<file path="config.mk">
export PLATFORM = sky130hd
export DESIGN_NAME = best_weight_tracker
export DESIGN_NICKNAME = d
export VERILOG_FILES = /design/src/rtl/best_weight_pkg.sv /design/src/rtl/weight_bank_ram.sv /design/src/rtl/best_weight_tracker.sv
export SDC_FILE = /design/constraint.sdc
export NUM_CORES = 1
export LEC_CHECK = 0
export CAP_MARGIN = 20
export CORE_ASPECT_RATIO = 2
export CORE_MARGIN = 4
export CORE_UTILIZATION = 45
export DETAILED_ROUTE_END_ITERATION = 6
export GPL_ROUTABILITY_DRIVEN = 0
export PLACE_DENSITY = 0.64
export SLEW_MARGIN = 20
export SYNTH_ARGS = -nofsm -noshare
export SYNTH_HDL_FRONTEND = slang
export SYNTH_SLANG_ARGS = --single-unit
</file>
<file path="constraint.sdc">
create_clock -name clk -period 4.85 [get_ports clk]
set_clock_uncertainty 0.05 [all_clocks]
set_input_delay 1.2125 -clock clk [delete_from_list [all_inputs] [get_ports clk]]
set_output_delay 1.2125 -clock clk [all_outputs]
set_load 0.01 [all_outputs]
</file>
<file path="src/rtl/best_weight_pkg.sv">
// best_weight_pkg: shared FSM encoding, default widths and reset constants
// for the best-weight tracker slice.
package best_weight_pkg;

   typedef enum logic [1:0] {
      ST_IDLE    = 2'd0,
      ST_COLLECT = 2'd1,
      ST_COMPARE = 2'd2
   } tracker_state_t;

   localparam int unsigned DEF_BIT_WIDTH  = 32;
   localparam int unsigned DEF_EXTRA_BIT  = 2;
   localparam int unsigned DEF_WORD_WIDTH = DEF_BIT_WIDTH + DEF_EXTRA_BIT;

   // Error value held before any set has been stored
   localparam logic [DEF_BIT_WIDTH-1:0] RESET_ERROR = '1;

   function automatic int unsigned word_width(input int unsigned bit_width,
                                              input int unsigned extra_bit);
      return bit_width + extra_bit;
   endfunction

endpackage

</file>
<file path="src/rtl/weight_bank_ram.sv">
// weight_bank_ram: two banks of NUM_WEIGHTS words. One synchronous write
// port (bank + address), one synchronous read port with a registered output
// that can be forced to zero by the caller.
module weight_bank_ram #(
   parameter int unsigned WORD_WIDTH  = 34,
   parameter int unsigned NUM_WEIGHTS = 16,
   parameter int unsigned ADDR_WIDTH  = 4
) (
   input  logic                  clk,
   input  logic                  rst_n,
   input  logic                  wr_en,
   input  logic                  wr_bank,
   input  logic [ADDR_WIDTH-1:0] wr_addr,
   input  logic [WORD_WIDTH-1:0] wr_data,
   input  logic                  rd_bank,
   input  logic [ADDR_WIDTH-1:0] rd_addr,
   input  logic                  rd_zero,
   output logic [WORD_WIDTH-1:0] rd_data
);

   localparam int unsigned DEPTH = 2 * NUM_WEIGHTS;
   localparam int unsigned IDX_W = ADDR_WIDTH + 1;

   logic [WORD_WIDTH-1:0] mem [DEPTH];

   // Bank 1 lives directly above bank 0
   function automatic logic [IDX_W-1:0] row(input logic bank,
                                            input logic [ADDR_WIDTH-1:0] addr);
      return (bank ? IDX_W'(NUM_WEIGHTS) : '0) + {1'b0, addr};
   endfunction

   // Write port: contents are intentionally not reset
   always_ff @(posedge clk) begin
      if (wr_en) begin
         mem[row(wr_bank, wr_addr)] <= wr_data;
      end
   end

   // Registered read port feeding BEST_WEIGHT
   always_ff @(posedge clk) begin
      if (!rst_n) begin
         rd_data <= '0;
      end else if (rd_zero) begin
         rd_data <= '0;
      end else begin
         rd_data <= mem[row(rd_bank, rd_addr)];
      end
   end

endmodule

</file>
<file path="src/rtl/best_weight_tracker.sv">
// best_weight_tracker: collects one weight set per epoch into the shadow
// bank and promotes it by flipping best_bank when its error is strictly
// lower than the stored best. Optional macro BEST_TRACK_PATIENCE_EN adds an
// early_stop output driven by a non-improving-epoch counter.
module best_weight_tracker
   import best_weight_pkg::*;
#(
   parameter int unsigned BIT_WIDTH   = DEF_BIT_WIDTH,
   parameter int unsigned EXTRA_BIT   = DEF_EXTRA_BIT,
   parameter int unsigned NUM_WEIGHTS = 16,
   parameter int unsigned ADDR_WIDTH  = 4,
   parameter int unsigned PATIENCE    = 8
) (
   input  logic                           clk,
   input  logic                           rst_n,
   input  logic                           epoch_start,
   input  logic                           weight_valid,
   input  logic [ADDR_WIDTH-1:0]          weight_addr,
   input  logic [BIT_WIDTH+EXTRA_BIT-1:0] weight_in,
   input  logic                           epoch_done,
   input  logic [BIT_WIDTH-1:0]           epoch_error,
   input  logic                           training_finish,
   input  logic [ADDR_WIDTH-1:0]          rd_addr,
   output logic [BIT_WIDTH+EXTRA_BIT-1:0] BEST_WEIGHT,
   output logic [BIT_WIDTH-1:0]           best_error,
   output logic                           best_valid,
   output logic                           best_updated,
   output logic                           epoch_dropped,
   output logic                           busy
`ifdef BEST_TRACK_PATIENCE_EN
   ,output logic                          early_stop
`endif
);

   localparam int unsigned WORD_W = word_width(BIT_WIDTH, EXTRA_BIT);
   localparam int unsigned CNT_W  = $clog2(NUM_WEIGHTS + 1);
   localparam logic [CNT_W-1:0]      FULL_CNT = CNT_W'(NUM_WEIGHTS);
   localparam logic [ADDR_WIDTH:0]   NUM_A    = (ADDR_WIDTH+1)'(NUM_WEIGHTS);

   tracker_state_t       state;
   logic [CNT_W-1:0]     beat_cnt;
   logic [BIT_WIDTH-1:0] err_latched;
   logic                 best_bank;

   logic wr_en;
   logic rd_zero;

   // Shadow-bank writes only while collecting and not being frozen
   always_comb begin
      wr_en   = (state == ST_COLLECT) && weight_valid && !training_finish &&
                ({1'b0, weight_addr} < NUM_A);
      rd_zero = !best_valid || ({1'b0, rd_addr} >= NUM_A);
   end

   weight_bank_ram #(
      .WORD_WIDTH  (WORD_W),
      .NUM_WEIGHTS (NUM_WEIGHTS),
      .ADDR_WIDTH  (ADDR_WIDTH)
   ) u_ram (
      .clk     (clk),
      .rst_n   (rst_n),
      .wr_en   (wr_en),
      .wr_bank (~best_bank),
      .wr_addr (weight_addr),
      .wr_data (weight_in),
      .rd_bank (best_bank),
      .rd_addr (rd_addr),
      .rd_zero (rd_zero),
      .rd_data (BEST_WEIGHT)
   );

`ifdef BEST_TRACK_PATIENCE_EN
   localparam int unsigned STALL_W = $clog2(PATIENCE + 1);
   localparam logic [STALL_W-1:0] STALL_MAX = STALL_W'(PATIENCE);
   logic [STALL_W-1:0] stall_cnt;
`endif

   // Epoch FSM with registered status outputs and promotion decision
   always_ff @(posedge clk) begin
      if (!rst_n) begin
         state         <= ST_IDLE;
         beat_cnt      <= '0;
         err_latched   <= '0;
         best_bank     <= 1'b0;
         best_error    <= '1;
         best_valid    <= 1'b0;
         best_updated  <= 1'b0;
         epoch_dropped <= 1'b0;
         busy          <= 1'b0;
`ifdef BEST_TRACK_PATIENCE_EN
         stall_cnt     <= '0;
         early_stop    <= 1'b0;
`endif
      end else begin
         best_updated  <= 1'b0;
         epoch_dropped <= 1'b0;
`ifdef BEST_TRACK_PATIENCE_EN
         if (stall_cnt == STALL_MAX) begin
            early_stop <= 1'b1;
         end
`endif
         if (training_finish) begin
            state <= ST_IDLE;
            busy  <= 1'b0;
         end else begin
            case (state)
               ST_IDLE: begin
                  if (epoch_start) begin
                     state    <= ST_COLLECT;
                     beat_cnt <= '0;
                     busy     <= 1'b1;
                  end
               end
               ST_COLLECT: begin
                  if (weight_valid && (beat_cnt != FULL_CNT)) begin
                     beat_cnt <= beat_cnt + 1'b1;
                  end
                  if (epoch_done) begin
                     err_latched <= epoch_error;
                     state       <= ST_COMPARE;
                  end
               end
               ST_COMPARE: begin
                  state <= ST_IDLE;
                  busy  <= 1'b0;
                  if (beat_cnt != FULL_CNT) begin
                     epoch_dropped <= 1'b1;
                  end else if (!best_valid || (err_latched < best_error)) begin
                     best_bank    <= ~best_bank;
                     best_error   <= err_latched;
                     best_valid   <= 1'b1;
                     best_updated <= 1'b1;
`ifdef BEST_TRACK_PATIENCE_EN
                     stall_cnt    <= '0;
`endif
                  end else begin
`ifdef BEST_TRACK_PATIENCE_EN
                     if (stall_cnt != STALL_MAX) begin
                        stall_cnt <= stall_cnt + 1'b1;
                     end
`endif
                  end
               end
               default: begin
                  state <= ST_IDLE;
                  busy  <= 1'b0;
               end
            endcase
         end
      end
   end

endmodule

</file>
==> results.toml <==
[run_status]
outcome = "finished clean"

[synthesis]
muxShareOfSynthArea_pct = 17.6
netlist-cell-type-count = 49
postSynthAreaPerCell_sq_um = 21.9
synth_top_family_by_area = "multiplexers"
ys_dominant_reg_cell = "sky130_fd_sc_hd__edfxtp_1"
synth-edff-count = 1088
synthesis.instances = 2090
synth-xor-area-share_pct = 0.0767
syn_area_sq_mm = 0.0457
synth-adder-area-share_pct = 0.904
seq_area_frac_synth_pct = 76.3
synth_warnings = 0
synthArstFlopShare_pct = 0
synth_fp_nets = 2203
post_synth_and_or_nand_nor_area_fraction_pct = 1.85
yosys_register_bits = 1198
compound_gate_fraction_of_synth_area_pct = 1.79

[worst_setup_path]
critical_path.startpoint_type = "primary input"
critical_path_endpoint = "u_ram.mem[25][19]"
r2r.worst_path.cells = 9
cp_data_arrival_time_ps = 3700
regToRegSetupSlack_ps = 1920
regToRegStartpoint = "best_error[15]"
cp_max_fo = 24
r2r_end = "best_error[21]"
crit_path_end_kind = "register"
worstSetupStartpoint = "training_finish"
worst-endpoint-required_ps = 5130
type_of_the_worst_setup_path = "primary input to register"

[worst_hold_path]
worst_hold_startpoint = "err_latched[4]"
hold_class = "register to register"
hold_path_depth = 2

[placed_design]
hpwlAfterDp_um = 70200
post-place-ws_ps = 798
portBuffers = 149
placed_cells_incl_taps = 3555

[sta]
max_slew.worst_pin.slew_ps = 1060
period_minus_slack_ps = 3410
finalHoldViolCount = 0
period_utilization_pct = 70.4
timing.final.max_slew_violations = 0
layout_setup_ws_ps = 1440
timing.final.setup_violations = 0
totalNegativeSetupSlack_ps = 0
fmax_mhz = 293
max_slew_margin_pct = 29.2
grt_setup_unrepaired = "no"

[clock_network]
max-clock-path-buffers = 3
cts_hold_repair.buffers = 0
cts-resized-gates = 0
cts-buffers-inserted = 98
cts_tree = "done"
cts.htree.levels = 3
worstSkewPairLatency_ps = 690
post-cts-setup-buffer-count = 0
cts.sink_count = 1198
cts_root_buf = "sky130_fd_sc_hd__clkbuf_16"
clk_transition_reported_paths_ps = 60

[layout]
layout.cells.most_common = "sky130_fd_sc_hd__edfxtp_1"
flow.area_growth_from_synthesis_pct = 15.8
multi_input_gate_area_sq_mm = 0.0104
ff_latch_area_sq_mm = 0.0349
final-instance-count-excl-fill = 3744
top_library_cells_by_usage_in_the_layout_fill_and_taps_aside = "sky130_fd_sc_hd__edfxtp_1 (1088), sky130_fd_sc_hd__mux4_2 (340), sky130_fd_sc_hd__clkdlybuf4s50_1 (124), sky130_fd_sc_hd__dfxtp_1 (109), sky130_fd_sc_hd__clkbuf_16 (100)"
finalNetCount = 2432
fillers = 7654
post_route_cells_drive_above_1_share_pct = 26.8

[power_and_ir_drop]
power.leakage_nw = 16.7
power_mw = 20.3
pwr_density_cell_mw_per_mm2 = 383
vdd.ir_drop.worst_mv = 0.264

[floorplanning]
top_level_ports = 150
floorplan.die_area_sq_mm = 0.107
initial_utilization_pct = 45.2
chipWidth_um = 233
floorplan.rows = 165
core_area_sq_mm = 0.101
die_y_um = 459

[run]
maxCapViolCount = 0

[routing]
vias = 22100
detail_route.vias_per_cell = 5.91
wire_per_inst_um = 31.0
drt_iter0_drc = 1825
routed_wire_length_um = 116000
antenna_left = 0
drc_errors = 0
drt_pass1_iterations = 5

[global_route]
grt-ovfl-total = 0
via_count_of_the_first_global_routing_pass = 23600
wire_length_of_the_first_global_routing_pass_um = 167000
grt_antenna_before_repair = 9
groute.usage.overall_pct = 21.9
grt_start_max_net_pins = 55
cell usage after synthesis, types with 3 or more instances:
master	count	area [sq um]
sky130_fd_sc_hd__edfxtp_1	1088	32700
sky130_fd_sc_hd__mux4_2	340	7660
sky130_fd_sc_hd__dfxtp_1	110	2200
sky130_fd_sc_hd__nand2_1	85	319
sky130_fd_sc_hd__nor2_1	80	300
sky130_fd_sc_hd__clkbuf_1	60	225
sky130_fd_sc_hd__a21oi_1	45	225
sky130_fd_sc_hd__inv_1	38	143
sky130_fd_sc_hd__mux2i_1	36	360
sky130_fd_sc_hd__ha_1	33	413
sky130_fd_sc_hd__a41oi_1	32	280
sky130_fd_sc_hd__o21ai_1	32	160
sky130_fd_sc_hd__buf_2	31	155
sky130_fd_sc_hd__buf_1	14	52.6
sky130_fd_sc_hd__buf_6	8	90.1
sky130_fd_sc_hd__nand4_1	7	43.8
sky130_fd_sc_hd__nand3_1	5	25.0
sky130_fd_sc_hd__nand2b_1	4	25.0
sky130_fd_sc_hd__nor3_1	3	15.0
sky130_fd_sc_hd__o21a_1	3	22.5
sky130_fd_sc_hd__o21ai_0	3	15.0
sky130_fd_sc_hd__xor2_1	3	26.3
kinds of logic after synthesis:
| family | count (synthesis) |
|---|---|
| buf+inv | 153 |
| flops | 1198 |
| simple gates | 199 |
| xor+xnor | 4 |
| compound gates | 127 |
| fa+ha+maj | 33 |
| mux | 376 |
metrics by stage:
step | instance area (sq um) | utilization, % | hold WS (ps)
floorplan | 45700 | - | 396
global placement | 49700 | 49.3 | 411
detailed placement | 49700 | 49.2 | 420
CTS | 52900 | 52.4 | 430
global route | 52900 | 52.4 | 450
finish | 52900 | 52.4 | 429
registers in the layout (all words and copies together) (netlist names), 2 cells and up:
register and flops:
beat_cnt 5, best_error 32, err_latched 32, state 2
u_ram.mem 1088, u_ram.rd_data 34
per-layer routing:
| layer | vias to the layer above | share of wire, % | track usage (%) |
|---|---|---|---|
| met3 | 149 | 5.8 | 3.50 |
| li1 | 9168 | - | - |
| met1 | 12000 | 35 | 25.2 |
| met5 | - | 0.011 | 0 |
| met2 | 858 | 56 | 40.9 |
| met4 | 2 | 3.2 | 7.33 |
critical path, cell delays in order:
cell,delay (ps)
sky130_fd_sc_hd__clkdlybuf4s50_1,540
sky130_fd_sc_hd__nor3_1,520
sky130_fd_sc_hd__nand2_1,150
sky130_fd_sc_hd__nor2_1,310
sky130_fd_sc_hd__nand2_1,330
sky130_fd_sc_hd__nor2_4,180
sky130_fd_sc_hd__buf_4,420
final cells by class:
type                       count  area share [%]
multi-input combinational    739            19.7
inverter                      39           0.277
timing repair buffer         243            4.78
tap                         1336            3.16
clock inverter                71            1.30
sequential                  1198            66.0
antenna                        5          0.0237
clock buffer                 113            4.82
report_power, final:
part           total [mW]  internal [mW]  switching [mW]  leakage (nW)
clock network        8.09           4.43            3.66          1.57
logic               0.911          0.391           0.520          4.50
registers            11.3           11.2         0.00701          10.7
total                20.3           16.1            4.18          16.7
how the worst min path moves through the flow:
stage	endpoint
floorplan	err_latched[0]
global placement	err_latched[1]
detailed placement	err_latched[18]
CTS	err_latched[4]
global route	err_latched[22]
finish	err_latched[4]
Note: power is estimated with default switching activity, not from simulation.
